===== config.mk =====
export PLATFORM = sky130hd
export DESIGN_NAME = dds_phase_gen
export DESIGN_NICKNAME = d
export VERILOG_FILES = /design/src/rtl/dds_phase_gen.sv
export SDC_FILE = /design/constraint.sdc
export NUM_CORES = 1
export LEC_CHECK = 0
export CAP_MARGIN = 20
export CORE_ASPECT_RATIO = 0.7
export CORE_MARGIN = 4
export CORE_UTILIZATION = 46
export CTS_BUF_LIST = sky130_fd_sc_hd__clkbuf_4
export CTS_CLUSTER_DIAMETER = 30
export CTS_CLUSTER_SIZE = 12
export DETAILED_ROUTE_END_ITERATION = 16
export GPL_ROUTABILITY_DRIVEN = 0
export GPL_TIMING_DRIVEN = 0
export PLACE_DENSITY_LB_ADDON = 0.2
export SYNTH_ARGS = -nofsm -noshare
export SYNTH_HDL_FRONTEND = slang
export SYNTH_SLANG_ARGS = --single-unit

===== constraint.sdc =====
create_clock -name i_clk -period 2.4 [get_ports i_clk]
set_input_delay 0.48 -clock i_clk [delete_from_list [all_inputs] [get_ports i_clk]]
set_output_delay 0.48 -clock i_clk [all_outputs]
set_load 0.1 [all_outputs]

===== src/rtl/dds_phase_gen.sv =====
// Phase-accumulator front end for the sine lookup: emits a stream of ROM
// addresses with a per-sample enable, either continuously or for a burst.
module dds_phase_gen #(
  parameter int ACC_W  = 32,
  parameter int ADDR_W = 10,
  parameter int CNT_W  = 16
) (
  input  logic              i_clk,
  input  logic              i_rst_n,
  input  logic              i_start,
  input  logic              i_stop,
  input  logic [ACC_W-1:0]  i_fcw,
  input  logic [ADDR_W-1:0] i_phase_ofs,
  input  logic [CNT_W-1:0]  i_burst_len,
  output logic              o_en,
  output logic [ADDR_W-1:0] o_addr,
  output logic              o_busy,
  output logic              o_done,
  output logic [1:0]        o_dbg_state
);

  // Handshake: i_start is a level sampled at each edge and only takes effect
  // in IDLE with i_stop low; o_en qualifies o_addr for exactly one cycle per
  // sample, and there is no back-pressure from the lookup stage.

  typedef enum logic [1:0] {
    S_IDLE = 2'd0,
    S_RUN  = 2'd1,
    S_DONE = 2'd2
  } state_t;

  state_t             state_q, state_d;
  logic [ACC_W-1:0]   fcw_q, fcw_d;
  logic [ADDR_W-1:0]  ofs_q, ofs_d;
  logic [CNT_W-1:0]   len_q, len_d;
  logic [ACC_W-1:0]   acc_q, acc_d;
  logic [CNT_W-1:0]   cnt_q, cnt_d;
  logic               en_d, busy_d, done_d;
  logic [ADDR_W-1:0]  addr_d;

  always_ff @(posedge i_clk) begin
    if (!i_rst_n) begin
      state_q <= S_IDLE;
    end else begin
      state_q <= state_d;
    end
  end

  always_ff @(posedge i_clk) begin
    if (!i_rst_n) begin
      fcw_q  <= '0;
      ofs_q  <= '0;
      len_q  <= '0;
      acc_q  <= '0;
      cnt_q  <= '0;
      o_en   <= 1'b0;
      o_addr <= '0;
      o_busy <= 1'b0;
      o_done <= 1'b0;
    end else begin
      fcw_q  <= fcw_d;
      ofs_q  <= ofs_d;
      len_q  <= len_d;
      acc_q  <= acc_d;
      cnt_q  <= cnt_d;
      o_en   <= en_d;
      o_addr <= addr_d;
      o_busy <= busy_d;
      o_done <= done_d;
    end
  end

  always_comb begin
    state_d = state_q;
    fcw_d   = fcw_q;
    ofs_d   = ofs_q;
    len_d   = len_q;
    acc_d   = acc_q;
    cnt_d   = cnt_q;
    en_d    = 1'b0;
    addr_d  = '0;
    busy_d  = 1'b0;
    done_d  = 1'b0;
    case (state_q)
      S_IDLE: begin
        if (i_start && !i_stop) begin
          fcw_d   = i_fcw;
          ofs_d   = i_phase_ofs;
          len_d   = i_burst_len;
          // Sample 0 sits at phase 0, so the accumulator already holds sample 1.
          acc_d   = i_fcw;
          cnt_d   = {{(CNT_W-1){1'b0}}, 1'b1};
          en_d    = 1'b1;
          addr_d  = i_phase_ofs;
          busy_d  = 1'b1;
          state_d = S_RUN;
        end
      end
      S_RUN: begin
        if (i_stop) begin
          state_d = S_IDLE;
        end else if ((len_q != '0) && (cnt_q == len_q)) begin
          busy_d  = 1'b1;
          done_d  = 1'b1;
          state_d = S_DONE;
        end else begin
          en_d   = 1'b1;
          busy_d = 1'b1;
          addr_d = acc_q[ACC_W-1 -: ADDR_W] + ofs_q;
          acc_d  = acc_q + fcw_q;
          if (cnt_q != '1) begin
            cnt_d = cnt_q + 1'b1;
          end
        end
      end
      S_DONE: begin
        state_d = S_IDLE;
      end
      default: begin
        state_d = S_IDLE;
      end
    endcase
  end

  assign o_dbg_state = state_q;

endmodule


### Word level (Yosys, flattened, before mapping)

Cells that the tools add are included.

| cells by class | value |
|---|---|
| order comparisons | 0 |
| reduce and logical (&&, ||, !) cells | 11 |
| multiply operators | 0 |
| equality and inequality tests | 8 |
| bitwise logic cells | 2 |
| multiplexer cells | 24 |
| add/sub/neg operators | 3 |
| shift operators | 0 |
| div/mod/pow operators | 0 |

Operators with widths:

| operator | count |
|---|---|
| two-way mux 32 bit | 3 |
| two-way mux 16 bit | 4 |
| case mux 32 bit (2 select lines) | 1 |
| adder 32 bit | 1 |
| case mux 16 bit (2 select lines) | 1 |
| two-way mux 10 bit | 3 |
| case mux 10 bit (2 select lines) | 1 |
| adder 16 x 1 -> 16 bit (second input constant) | 1 |
| equality test 16 bit | 1 |
| inequality test 16 bit (second input constant) | 1 |
| nonzero test 16 bit | 1 |
| adder 10 bit | 1 |
| inequality test 2 bit (second input constant) | 4 |
| two-way mux 2 bit | 3 |
| two-way mux 1 bit | 5 |
| AND reduction 5 bit | 1 |
| case mux 1 bit (2 select lines) | 2 |
| case mux 2 bit (2 select lines) | 1 |
| AND reduction 2 bit | 2 |
| AND reduction 4 bit | 1 |
| inequality test 3 bit (second input constant) | 1 |
| OR reduction 3 bit | 1 |
| equality test 2 x 1 -> 1 bit (second input constant) | 1 |
| logical AND 1 bit | 2 |
| other kinds (4) | 5 |

| word-level totals | value |
|---|---|
| latch bits | 0 |
| bits in registers | 121 |
| memories | 0 |
| bits in writable memories | 0 |
| ROM bits | 0 |

### Longest topological paths before layout

| logic depth | value |
|---|---|
| depth in word-level cells | 5 |
| depth in mapped cells | 12 |
| mapped depth without buffers | 12 |

### Worst setup path before layout

Ideal clock, no wire load.

| timing | value |
|---|---|
| path kind | flip-flop to flip-flop |
| from | reg state_q[0] (netlist: o_dbg_state[0]) |
| to | reg cnt_q[6] |
| library setup time | 0.128 ns |
| setup slack | -0.251 ns |
| clock period less this slack | 2.651 ns |
| buffers on the path | 2 |
| cell stages (with the launch flop) | 10 |
| arrival time | 2.524 ns |
| cell sequence | dfxtp_1 nand2b_1 clkbuf_1 a311oi_4 o32a_4 and3_4 buf_6 nand4_1 xor2_1 nor2_1 |

| on the way | value |
|---|---|
| cells in the longest elaborated chain, start to end | 3 |
| elaborated cells between the ends (all ways) | 9 |

RTL lines:

| item | line | source |
|---|---|---|
| start, declared | 32 | `state_t state_q, state_d;` |
| start signal, assigned | 45 | `state_q <= state_d;` |
| equality test 2 x 1 -> 1 bit or logical NOT 2 bit (tied branches) | 84 | `case (state_q)` |
| inequality test 2 bit (no source line) or nonzero test 2 bit (tied branches) | n/a |  |
| AND reduction 5 bit (no source line) | n/a |  |
| end signal, assigned | 65 | `cnt_q <= cnt_d;` |
| end, declared | 37 | `logic [CNT_W-1:0] cnt_q, cnt_d;` |

Parallel ways exist; a longest one is shown, timed or not.
A chain may end at the register's enable or synchronous reset.

### Worst setup path in the final report

| timing | value |
|---|---|
| from | reg fcw_q[0] |
| to | reg acc_q[26] |

| on the way | value |
|---|---|
| cells in the longest elaborated chain, start to end | 4 |

RTL lines:

| item | line | source |
|---|---|---|
| start, declared | 33 | `logic [ACC_W-1:0] fcw_q, fcw_d;` |
| start signal, assigned | 61 | `fcw_q <= fcw_d;` |
| adder 32 bit | 110 | `acc_d = acc_q + fcw_q;` |
| two-way mux 32 bit | 102 | `end else if ((len_q != '0) && (cnt_q == len_q)) begin` |
| two-way mux 32 bit | 100 | `if (i_stop) begin` |
| case mux 32 bit (2 select lines) | 84 |  |
| end signal, assigned | 54 | `acc_q <= '0;` |
| end signal, assigned | 64 | `acc_q <= acc_d;` |
| end, declared | 36 | `logic [ACC_W-1:0] acc_q, acc_d;` |

No other way between the ends. The select of a mux whose other input is x is not followed.

==> metrics.yaml <==
worst_setup_path:
  cp-endpoint: "acc_q[26]$_SDFFE_PN0P_"
  worst_path_largest_cell_delay_ps: 380
  crit_chain: "ha_4, inv_2, fa_2, nor2b_4, o2111ai_4, a21oi_4, o21ai_4, a311oi_4, buf_4, o311ai_4, mux2_4, o21ai_2, a21oi_1"
  path_delay_family: "compound AO/OA/AOI/OAI gates"
  r2r-end: "acc_q[26]$_SDFFE_PN0P_"
  path_max_fanout: 4
  worstSetupPathDepth: 13
  path_class: "register to register"
  cp-startpoint: "fcw_q[0]$_SDFFE_PN0P_"
  rr_startpoint: "fcw_q[0]$_SDFFE_PN0P_"
  start_kind: "register"
  cp.arrival_ps: 3280
  r2r_cells: 13
  critPathBufInv: 2
  end_kind: "register"
  crit_required_ps: 2860
  critPathSlowestCell: "fa_2"
  reg2reg_setup_slack_ps: -420
logic_synthesis:
  synth_nets: 969
  ys_seq_area_frac: 0.358
  yosys.area.top_type_share: 0.358
  netlist_area_sq_um: 6760
  ys_async_sr_fraction: 0
  synth_seq_cells: 121
  ys.flop_type: "dfxtp_1"
  syn-instance-count: 864
  synth_edf_count: 0
  yosysTopAreaCell: "dfxtp_1"
  synth_area_per_cell_sq_um: 7.83
  yosys.cell_types.count: 67
  synth_area_leaders: "dfxtp_1, nand2_1, a21oi_1"
  ys_warn_count: 0
detailed_routing:
  via_per_inst: 5.63
  ant_nets: 0
  drc: 0
  vias: 6713
  drtPass1Iterations: 5
  routed_wl_mm: 20.8
  wl_per_cell_um: 17.4
  drtIter0Drc: 515
hold_path:
  hp-class: "input port to register"
layout:
  nNetsFinal: 1095
  final_area_sq_um: 8850
  drive_above_1_share: 0.168
  layout_commonest_cell: "nand2_1"
  diodes: 0
  layout_common_cells: "nand2_1, a21oi_1, dfxtp_1, nor2_1, clkdlybuf4s50_1"
  area_delta_synth_final_pct: 30.9
clock_tree:
  cts_tree: "done"
  clk_path_buf_depth: 2
  clk_latency_ps: 570
  cts-buffers-inserted: 17
  path_clk_slew_ps: 110
  h-tree-depth: 4
  ctsHoldBuffers: 0
  cts_root_buffer: "clkbuf_4"
  cts.sink_count: 121
global_routing:
  grtUsageMet3: 0.0535
  antenna_found_initial: 0
  busiest_layer: "met2"
  grtUsageTotal: 0.242
  grt_pass1_wl_mm: 31.9
  grt_use_met1: 0.340
  grt_pass1_vias: 6124
  grt.met2_usage: 0.372
  grt_max_degree: 17
  grt_overflow: 0
die:
  die_h_um: 109
  rows: 36
  die_w_um: 153
  ios: 77
  start_util: 0.478
  die-area_sq_um: 16700
  core-area_sq_um: 14100
timing:
  period_needed_ps: 2820
  rsz0062_at_grt: "yes"
  worstMarginPinSlew_ps: 1020
  finalHoldViolCount: 0
  setup_slack_ps: -424
  setup_violations: 17
  slew_viol_final: 0
  finalCritPeriodShare: 1.18
  fmax_mhz: 354
  maxSlewHeadroom: 0.324
  skew_ps: 16.1
  holdWs_ps: 438
pwr:
  ir_drop_v: 0.000493
  power.leakage_nw: 3.54
  p_total_mw: 5.16
  p_per_area_nw_per_um2: 583
status:
  status: "finished, violations left"
  violations: "setup timing"
run:
  maxCapViolations: 0
place:
  numPortBuffers: 76
  dp_hpwl_mm: 14.2
  dpl_cell_area_sq_um: 7840
==> cells in the mapped netlist, types with 3 or more instances <==
cell type  count
a21oi_1      116
xor2_1        14
nor3_1        15
a21o_1        16
ha_1          41
a311oi_1      13
inv_1         17
nor2b_1        6
o21bai_1       6
dfxtp_1      121
and3_1        10
and2_1         4
a211oi_1       6
nand2b_1       8
nand4_1       15
nor4_1         4
nor2_1        65
clkbuf_1      40
a31oi_1        8
a311o_1        3
o211ai_1       5
o22ai_1        3
nand3_1       17
buf_2          4
o21ai_1        3
o21ai_0       29
xnor2_1       42
nand3b_1       5
nand2_1      179
a21boi_0       3
==> area by class of cell <==
type,count,area (sq um)
clock inverters,12,223
clock buffers,20,150
multi-input cells,679,4530
flip-flops and latches,121,2450
plain buffers,46,209
repair buffers,108,990
inverters,17,63.8
fillers,1245,5300
well taps,190,238
==> logic make-up (layout without fill, tap and decap cells) <==
family,Yosys count,count (layout),synth area share
AND/OR/NAND/NOR,345,345,0.232
adder cells (fa/ha/maj),43,43,0.0818
flip-flops,121,121,0.358
XOR/XNOR,56,56,0.0725
buffers and inverters,64,203,0.0374
multiplexers,3,3,0.00463
AO/OA/AOI/OAI,232,232,0.214
==> state kept, by name, summed over array words and instances (netlist names) <==
register / count
o_addr: 10
o_dbg_state: 2
fcw_q: 32
cnt_q: 16
len_q: 16
o_en: 1
o_done: 1
acc_q: 32
ofs_q: 10
o_busy: 1
==> timing repair <==
item | CTS | global route
pin swaps | 27 | 38
resized for setup | 61 | 59
setup endpoints to repair | 89 | 78
buffers inserted | 19 | 13
==> where the power goes <==
part,leakage [nW],internal [mW],switching (mW)
logic,2.35,0.423,0.629
clock network,0.195,1.07,0.823
registers,0.997,2.12,0.0932
total,3.54,3.61,1.55
==> worst min path at each step <==
stage | startpoint | to | slack [ps] | cells past startpoint
after floorplan | fcw_q[10]$_SDFFE_PN0P_ | fcw_q[10]$_SDFFE_PN0P_ | 440 | 2
after global placement | fcw_q[21]$_SDFFE_PN0P_ | fcw_q[21]$_SDFFE_PN0P_ | 450 | 2
after detailed placement | ofs_q[3]$_SDFFE_PN0P_ | ofs_q[3]$_SDFFE_PN0P_ | 450 | 2
after CTS | i_burst_len[9] | len_q[9]$_SDFFE_PN0P_ | 430 | 3
after global routing | i_burst_len[9] | len_q[9]$_SDFFE_PN0P_ | 430 | 3
final | i_burst_len[9] | len_q[9]$_SDFFE_PN0P_ | 440 | 3
==> metrics by stage <==
step,util,setup WS [ps],std cells,TNS (ps)
after CTS,0.603,-304,1180,-1740
after floorplan,-,-88.0,864,-98.9
after detailed placement,0.554,-949,1130,-66210
after global routing,0.626,-490,1193,-5420
after global placement,0.554,-947,1130,-66110
final,0.626,-424,1193,-3370
==> tightest hold or removal path: stages <==
cell	delay (ps)
clkdlybuf4s50_1	400
nand2_1	50
a21oi_1	50
==> metal layers <==
metal / vias up / wire length (um) / share of wire
met1: 3103 / 9670 / 0.47
li1: 3289 / - / -
met4: 0 / 499 / 0.024
met5: - / 0 / 0
met2: 275 / 8750 / 0.42
met3: 46 / 1870 / 0.090
(Power assumes the default switching activity.)
